--- src/rtl/instruction_sequencer_pkg.sv ---
// rtl/instruction_sequencer_pkg.sv - opcodes, FSM states and instruction width derivation
package seq_pkg;

    localparam logic [3:0] OP_NOP  = 4'b0000;
    localparam logic [3:0] OP_READ = 4'b0011;

    typedef enum logic [1:0] {
        IDLE  = 2'd0,
        RUN   = 2'd1,
        DRAIN = 2'd2
    } state_e;

    function automatic int ins_w(input int depth);
        return (depth > 2) ? depth : 2;
    endfunction

    function automatic int ins_d(input int depth, input int w);
        return ((1 << depth) > w) ? (1 << depth) : w;
    endfunction

    // opcode(4) + mode(2) + two PE coordinates + payload
    function automatic int ins_width(input int depth, input int w);
        return 4 + 2 + 2 * ins_w(depth) + ins_d(depth, w);
    endfunction

endpackage

--- src/rtl/result_fifo.sv ---
// rtl/result_fifo.sv - first-word-fall-through result queue with occupancy count
module result_fifo #(
    parameter int WIDTH = 44,
    parameter int FA    = 3
) (
    input  logic             clk,
    input  logic             rst_n,
    input  logic             s_tvalid,
    input  logic [WIDTH-1:0] s_tdata,
    output logic             m_tvalid,
    input  logic             m_tready,
    output logic [WIDTH-1:0] m_tdata,
    output logic [FA:0]      count
);

    localparam logic [FA:0] DEPTH = (FA+1)'(1 << FA);

    logic [WIDTH-1:0] mem_q [2**FA];
    logic [FA-1:0]    wr_ptr_q, wr_ptr_d;
    logic [FA-1:0]    rd_ptr_q, rd_ptr_d;
    logic [FA:0]      count_q, count_d;
    logic             pop, full, wr_en;

    assign m_tvalid = (count_q != '0);
    assign m_tdata  = m_tvalid ? mem_q[rd_ptr_q] : '0;
    assign count    = count_q;

    always_comb begin
        pop      = m_tvalid && m_tready;
        full     = (count_q == DEPTH);
        // at full, a push is only accepted into the slot being vacated by a pop
        wr_en    = s_tvalid && (!full || pop);
        wr_ptr_d = wr_en ? wr_ptr_q + FA'(1) : wr_ptr_q;
        rd_ptr_d = pop ? rd_ptr_q + FA'(1) : rd_ptr_q;
        count_d  = count_q;
        case ({wr_en, pop})
            2'b10:   count_d = count_q + (FA+1)'(1);
            2'b01:   count_d = count_q - (FA+1)'(1);
            default: count_d = count_q;
        endcase
    end

    always_ff @(posedge clk or negedge rst_n) begin
        if (!rst_n) begin
            wr_ptr_q <= '0;
            rd_ptr_q <= '0;
            count_q  <= '0;
        end else begin
            assert (!(s_tvalid && full && !pop));
            wr_ptr_q <= wr_ptr_d;
            rd_ptr_q <= rd_ptr_d;
            count_q  <= count_d;
        end
    end

    always_ff @(posedge clk) begin
        if (wr_en) begin
            mem_q[wr_ptr_q] <= s_tdata;
        end
    end

endmodule

--- src/rtl/instruction_sequencer.sv ---
// rtl/instruction_sequencer.sv - issues a preloaded program to the Accelerator and queues read results
module instruction_sequencer
    import seq_pkg::*;
#(
    parameter int  depth  = 3,
    parameter int  W      = 16,
    parameter int  PA     = 6,
    parameter int  FA     = 3,
    parameter int  RD_LAT = 1,
    localparam int IW     = ins_width(depth, W)
) (
    input  logic            CLK,
    input  logic            nRESET,
    input  logic            progWe,
    input  logic [PA-1:0]   progAddr,
    input  logic [IW-1:0]   progData,
    input  logic [PA:0]     progLen,
    input  logic            start,
    output logic            busy,
    output logic            done,
    output logic [IW-1:0]   instruction,
    input  logic [W-1:0]    dataOut,
    output logic            resValid,
    input  logic            resReady,
    output logic [IW+W-1:0] resData,
    output logic [FA:0]     resCount
);

    localparam logic [FA+1:0] FIFO_DEPTH = (FA+2)'(1 << FA);

    state_e                    state_q, state_d;
    logic [PA-1:0]             pc_q, pc_d;
    logic [PA:0]               len_q, len_d;
    logic [IW-1:0]             instr_q, instr_d;
    logic                      done_q, done_d;
    logic [RD_LAT-1:0]         tag_valid_q, tag_valid_d;
    logic [RD_LAT-1:0][IW-1:0] tag_instr_q, tag_instr_d;
    logic [IW-1:0]             prog_mem_q [2**PA];

    logic [IW-1:0] cur_word;
    logic          cur_is_read, instr_is_read, last_issue, read_ok, pop;
    logic [FA+1:0] inflight, occupancy;

    assign busy        = (state_q != IDLE);
    assign done        = done_q;
    assign instruction = instr_q;

    always_ff @(posedge CLK) begin
        if (progWe && !busy) begin
            prog_mem_q[progAddr] <= progData;
        end
    end

    // reads in flight = one on the instruction bus plus those waiting in the tag pipe
    always_comb begin
        cur_word      = prog_mem_q[pc_q];
        cur_is_read   = (cur_word[IW-1 -: 4] == OP_READ);
        instr_is_read = (instr_q[IW-1 -: 4] == OP_READ);
        last_issue    = ({1'b0, pc_q} == len_q - (PA+1)'(1));
        pop           = resValid && resReady;
        inflight      = (FA+2)'(instr_is_read);
        for (int i = 0; i < RD_LAT; i++) begin
            inflight = inflight + (FA+2)'(tag_valid_q[i]);
        end
        occupancy = {1'b0, resCount} + inflight - (FA+2)'(pop);
        read_ok   = (occupancy < FIFO_DEPTH);
    end

    always_comb begin
        state_d        = state_q;
        pc_d           = pc_q;
        len_d          = len_q;
        instr_d        = '0;
        done_d         = 1'b0;
        tag_valid_d[0] = instr_is_read;
        tag_instr_d[0] = instr_q;
        for (int i = 1; i < RD_LAT; i++) begin
            tag_valid_d[i] = tag_valid_q[i-1];
            tag_instr_d[i] = tag_instr_q[i-1];
        end
        case (state_q)
            IDLE: begin
                if (start) begin
                    if (progLen != '0) begin
                        state_d = RUN;
                        pc_d    = '0;
                        len_d   = progLen;
                    end else begin
                        done_d = 1'b1;
                    end
                end
            end
            RUN: begin
                // a blocked read leaves a NOP bubble and retries the same pc
                if (!cur_is_read || read_ok) begin
                    instr_d = cur_word;
                    pc_d    = pc_q + PA'(1);
                    if (last_issue) begin
                        state_d = DRAIN;
                    end
                end
            end
            DRAIN: begin
                if (inflight == '0) begin
                    state_d = IDLE;
                    done_d  = 1'b1;
                end
            end
            default: state_d = IDLE;
        endcase
    end

    always_ff @(posedge CLK or negedge nRESET) begin
        if (!nRESET) begin
            state_q     <= IDLE;
            pc_q        <= '0;
            len_q       <= '0;
            instr_q     <= '0;
            done_q      <= 1'b0;
            tag_valid_q <= '0;
            tag_instr_q <= '0;
        end else begin
            state_q     <= state_d;
            pc_q        <= pc_d;
            len_q       <= len_d;
            instr_q     <= instr_d;
            done_q      <= done_d;
            tag_valid_q <= tag_valid_d;
            tag_instr_q <= tag_instr_d;
        end
    end

    result_fifo #(
        .WIDTH (IW + W),
        .FA    (FA)
    ) u_result_fifo (
        .clk      (CLK),
        .rst_n    (nRESET),
        .s_tvalid (tag_valid_q[RD_LAT-1]),
        .s_tdata  ({tag_instr_q[RD_LAT-1], dataOut}),
        .m_tvalid (resValid),
        .m_tready (resReady),
        .m_tdata  (resData),
        .count    (resCount)
    );

endmodule

--- config.mk ---
export PLATFORM = sky130hd
export DESIGN_NAME = instruction_sequencer
export DESIGN_NICKNAME = d
export VERILOG_FILES = /design/src/rtl/instruction_sequencer_pkg.sv /design/src/rtl/result_fifo.sv /design/src/rtl/instruction_sequencer.sv
export SDC_FILE = /design/constraint.sdc
export NUM_CORES = 2
export LEC_CHECK = 0
export CAP_MARGIN = 0
export CORE_AREA = 5 5 359 626
export CTS_BUF_LIST = sky130_fd_sc_hd__clkbuf_4
export CTS_CLUSTER_DIAMETER = 30
export CTS_CLUSTER_SIZE = 8
export DETAILED_ROUTE_END_ITERATION = 10
export DIE_AREA = 0 0 364 631
export GPL_ROUTABILITY_DRIVEN = 0
export PLACE_DENSITY = 0.65
export SLEW_MARGIN = 20
export SYNTH_ARGS = -nofsm -noshare
export SYNTH_HDL_FRONTEND = slang
export SYNTH_SLANG_ARGS = --single-unit
--- constraint.sdc ---
create_clock -name CLK -period 6 [get_ports CLK]
set_input_delay 1.2 -clock CLK [delete_from_list [all_inputs] [get_ports CLK]]
set_output_delay 1.2 -clock CLK [all_outputs]
set_load 0.1 [all_outputs]
==> results_dict.tcl <==
set metrics [dict create \
    clk-insertion-delay-late_ps 1170 \
    pwr-share-comb 0.342 \
    drc 0 \
    slew_violations 0 \
    post_cts_buffers 0 \
    drtPass1Iterations 5 \
    synthTopCellsByCount "edfxtp_1, mux4_2, nor2_1" \
    critical_path_class "reg2out" \
    syn-num-nets 3592 \
    drt_iter0_markers 3263 \
    async_flop_share 0.0373 \
    r2r-start "pc_q[0]" \
    cp.required_ps 4800 \
    path_clk_slew_ps 100 \
    areaGrowthSynthToFinish_pct 10.8 \
    grt_pass1_vias 40962 \
    setup.worst_path.start_class "register" \
    synth_flop_cell "edfxtp_1" \
    arrival_ps 4080 \
    clock_tree.buffer_depth 4 \
    path_cells "buf_4 -> mux4_2 -> mux2i_1 -> nor2_1 -> clkdlybuf4s50_1" \
    ios 141 \
    hold_end "tag_instr_q[4]" \
    switching_share 0.335 \
    synth_edf_count 2144 \
    cts_made_buffers 324 \
    max-slew-margin-rel 0.244 \
    setup_viol 0 \
    syn_area_per_cell_um2 24.2 \
    skew_ps 112 \
    holdWs_ps 373 \
    setup_tns_ps 0 \
    nets 4001 \
    synth_area_leader_cell "edfxtp_1" \
    p_leak_nw 29.1 \
    crit_family "buffers and inverters" \
    hold_viol 0 \
    internal_power_mw 26.9 \
    fmax_ghz 0.189 \
    cts.repair.resized 0 \
    rows 228 \
    route.final.wire_length_mm 197 \
    antenna_found_initial 21 \
    cp_num_buf_inv 2 \
    critPathMaxFanout 23 \
    viasPerCell 5.56 \
    cap_violations 0 \
    port-buffer-count 140 \
    die_h_um 631 \
    min_from "instruction[4]" \
    rsz0062_at_grt "no" \
    vias 38452 \
    cpPeakStageDelay_ps 970 \
    crit_slowest_cell "clkdlybuf4s50_1" \
    cts-htree-levels 5 \
    synthesis.instances 3515 \
    ant_nets 0 \
    seqPwrFrac 0.453 \
    core_um2 219000 \
    worstSetupEndpointType "primary output" \
    fin_crit_ps 5280 \
    place_hpwl_mm 116 \
    yosysWarnings 0 \
    grt_pass1_wl_mm 286 \
    cts_root_buf "clkbuf_4" \
    yosysSeqAreaShare 0.782 \
    hold_path_depth 0 \
    period_share 0.880 \
    crit_cells 5 \
    grt_usage 0.171 \
    reg2reg_to "pc_q[3]" \
    min_path_type "reg2reg" \
    cts_tree "yes" \
    synthTopCellsByArea "edfxtp_1, mux4_2, dfrtp_1" \
    pwr-share-clk 0.205 \
    grt_overflow 0 \
    reg2regPathDepth 10 \
    synth_cell_types 54 \
    layout-drive-gt1-share 0.331 \
    die_x_um 364 \
    grt_max_degree 115 \
    wire_per_inst_um 28.5 \
    synth_top_area_share 0.758 \
    initial_core_util 0.387 \
    syn-cell-area_um2 85000 \
    p_switching_mw 13.6 \
    worstMarginPinSlew_ps 1130 \
    ys_ff_latch 2227 \
    dieArea_um2 230000 \
    status "complete, no violations" \
    vdd_ir_drop_max_mv 0.282 \
    yosysMostFrequentCell "edfxtp_1" \
    power_density_nw_per_um2 430 \
    rrSetupSlack_ps 1540 \
    clock_sinks 2227 \
]
## power groups by stage
stage / registers (mW) / clock network, mW / logic (mW)
2_1_floorplan: 19.0 / 0 / 9.96
3_3_place_gp: 18.7 / 0 / 14.0
4_1_cts: 18.4 / 8.57 / 14.1
6_report: 18.4 / 8.30 / 13.9
3_5_place_dp: 18.8 / 0 / 14.1
5_1_grt: 18.4 / 9.27 / 14.6
## sequential cells by signal (all words and copies together) (netlist names)
signal / flops
u_result_fifo.count: 4
u_result_fifo.mem_q: 352
done: 1
u_result_fifo.wr_ptr_q: 3
tag_instr_q: 28
u_result_fifo.rd_ptr_q: 3
prog_mem_q: 1792
state_q: 2
tag_valid_q: 1
len_q: 7
instruction: 28
pc_q: 6
## area by class of cell
class                      count  area (µm²)
clock buffer                 418        3140
timing repair buffer         264        2550
multi-input combinational   1088       18100
tap                         2875        3600
clock inverter                20         243
sequential                  2227       66500
inverter                      19        80.1
fill                       18478      125000
antenna                       10        25.0
## worst max-delay path by stage
| stage | to | start |
|---|---|---|
| final | resData[16] | u_result_fifo.rd_ptr_q[0] |
| after global routing | resData[16] | u_result_fifo.rd_ptr_q[0] |
| after CTS | resData[21] | u_result_fifo.count[3] |
| after detailed placement | pc_q[2] | pc_q[0] |
| after global placement | pc_q[3] | pc_q[0] |
| after floorplan | u_result_fifo.mem_q[0][0] | u_result_fifo.count[2] |
## worst register-to-register path: cells and delay by family (launching register included)
kind | cells | cell delay [ps]
AOI/OAI and AO/OA | 4 | 1110
DFF | 1 | 970
and+or+nand+nor | 2 | 500
buffers and inverters | 2 | 910
muxes | 2 | 860
## cells by family after synthesis
group           Yosys count  share of synthesized area
compound gates           57                    0.00480
simple gates            272                     0.0148
xor+xnor                 14                    0.00144
mux                     730                      0.183
flops                  2227                      0.782
buf+inv                 200                     0.0118
fa+ha+maj                15                    0.00230
## cells in the final DEF, fill, tap and decap left out, types with 18 or more instances in the layout
cell | netlist | routed
dfrtp_1 | 83 | 76
and3_1 | 27 | 27
nand2_1 | 42 | 42
nor2_1 | 136 | 66
nor2_4 | 0 | 70
buf_12 | 3 | 27
buf_2 | 22 | 18
clkbuf_4 | 0 | 418
mux4_2 | 650 | 650
clkdlybuf4s50_1 | 0 | 109
buf_4 | 28 | 109
mux2i_1 | 64 | 64
edfxtp_1 | 2144 | 2144
## through the flow
stage	util	cell area (µm²)	setup slack [ps]	instances	power, mW
global placement	0.413	90700	1540	6469	32.7
detailed placement	0.413	90700	1490	6469	32.8
floorplan	-	85000	432	3515	28.9
finish	0.429	94200	719	6921	40.5
CTS	0.429	94100	456	6908	41.1
global route	0.429	94200	406	6919	42.4
## per-layer routing
metal / vias to the layer above / global-route usage / part of all wire
li1: 15886 / - / -
met1: 20698 / 0.205 / 0.36
met2: 1519 / 0.313 / 0.54
met3: 341 / 0.0310 / 0.064
met4: 8 / 0.0525 / 0.029
met5: - / 0 / 0.00035
## timing repair
action                                  in CTS  in global routing
hold endpoints to repair                    42                  0
hold buffers                                 1                  0
endpoints found under the setup margin       0                  0
Power figures use the tool's default switching activity.
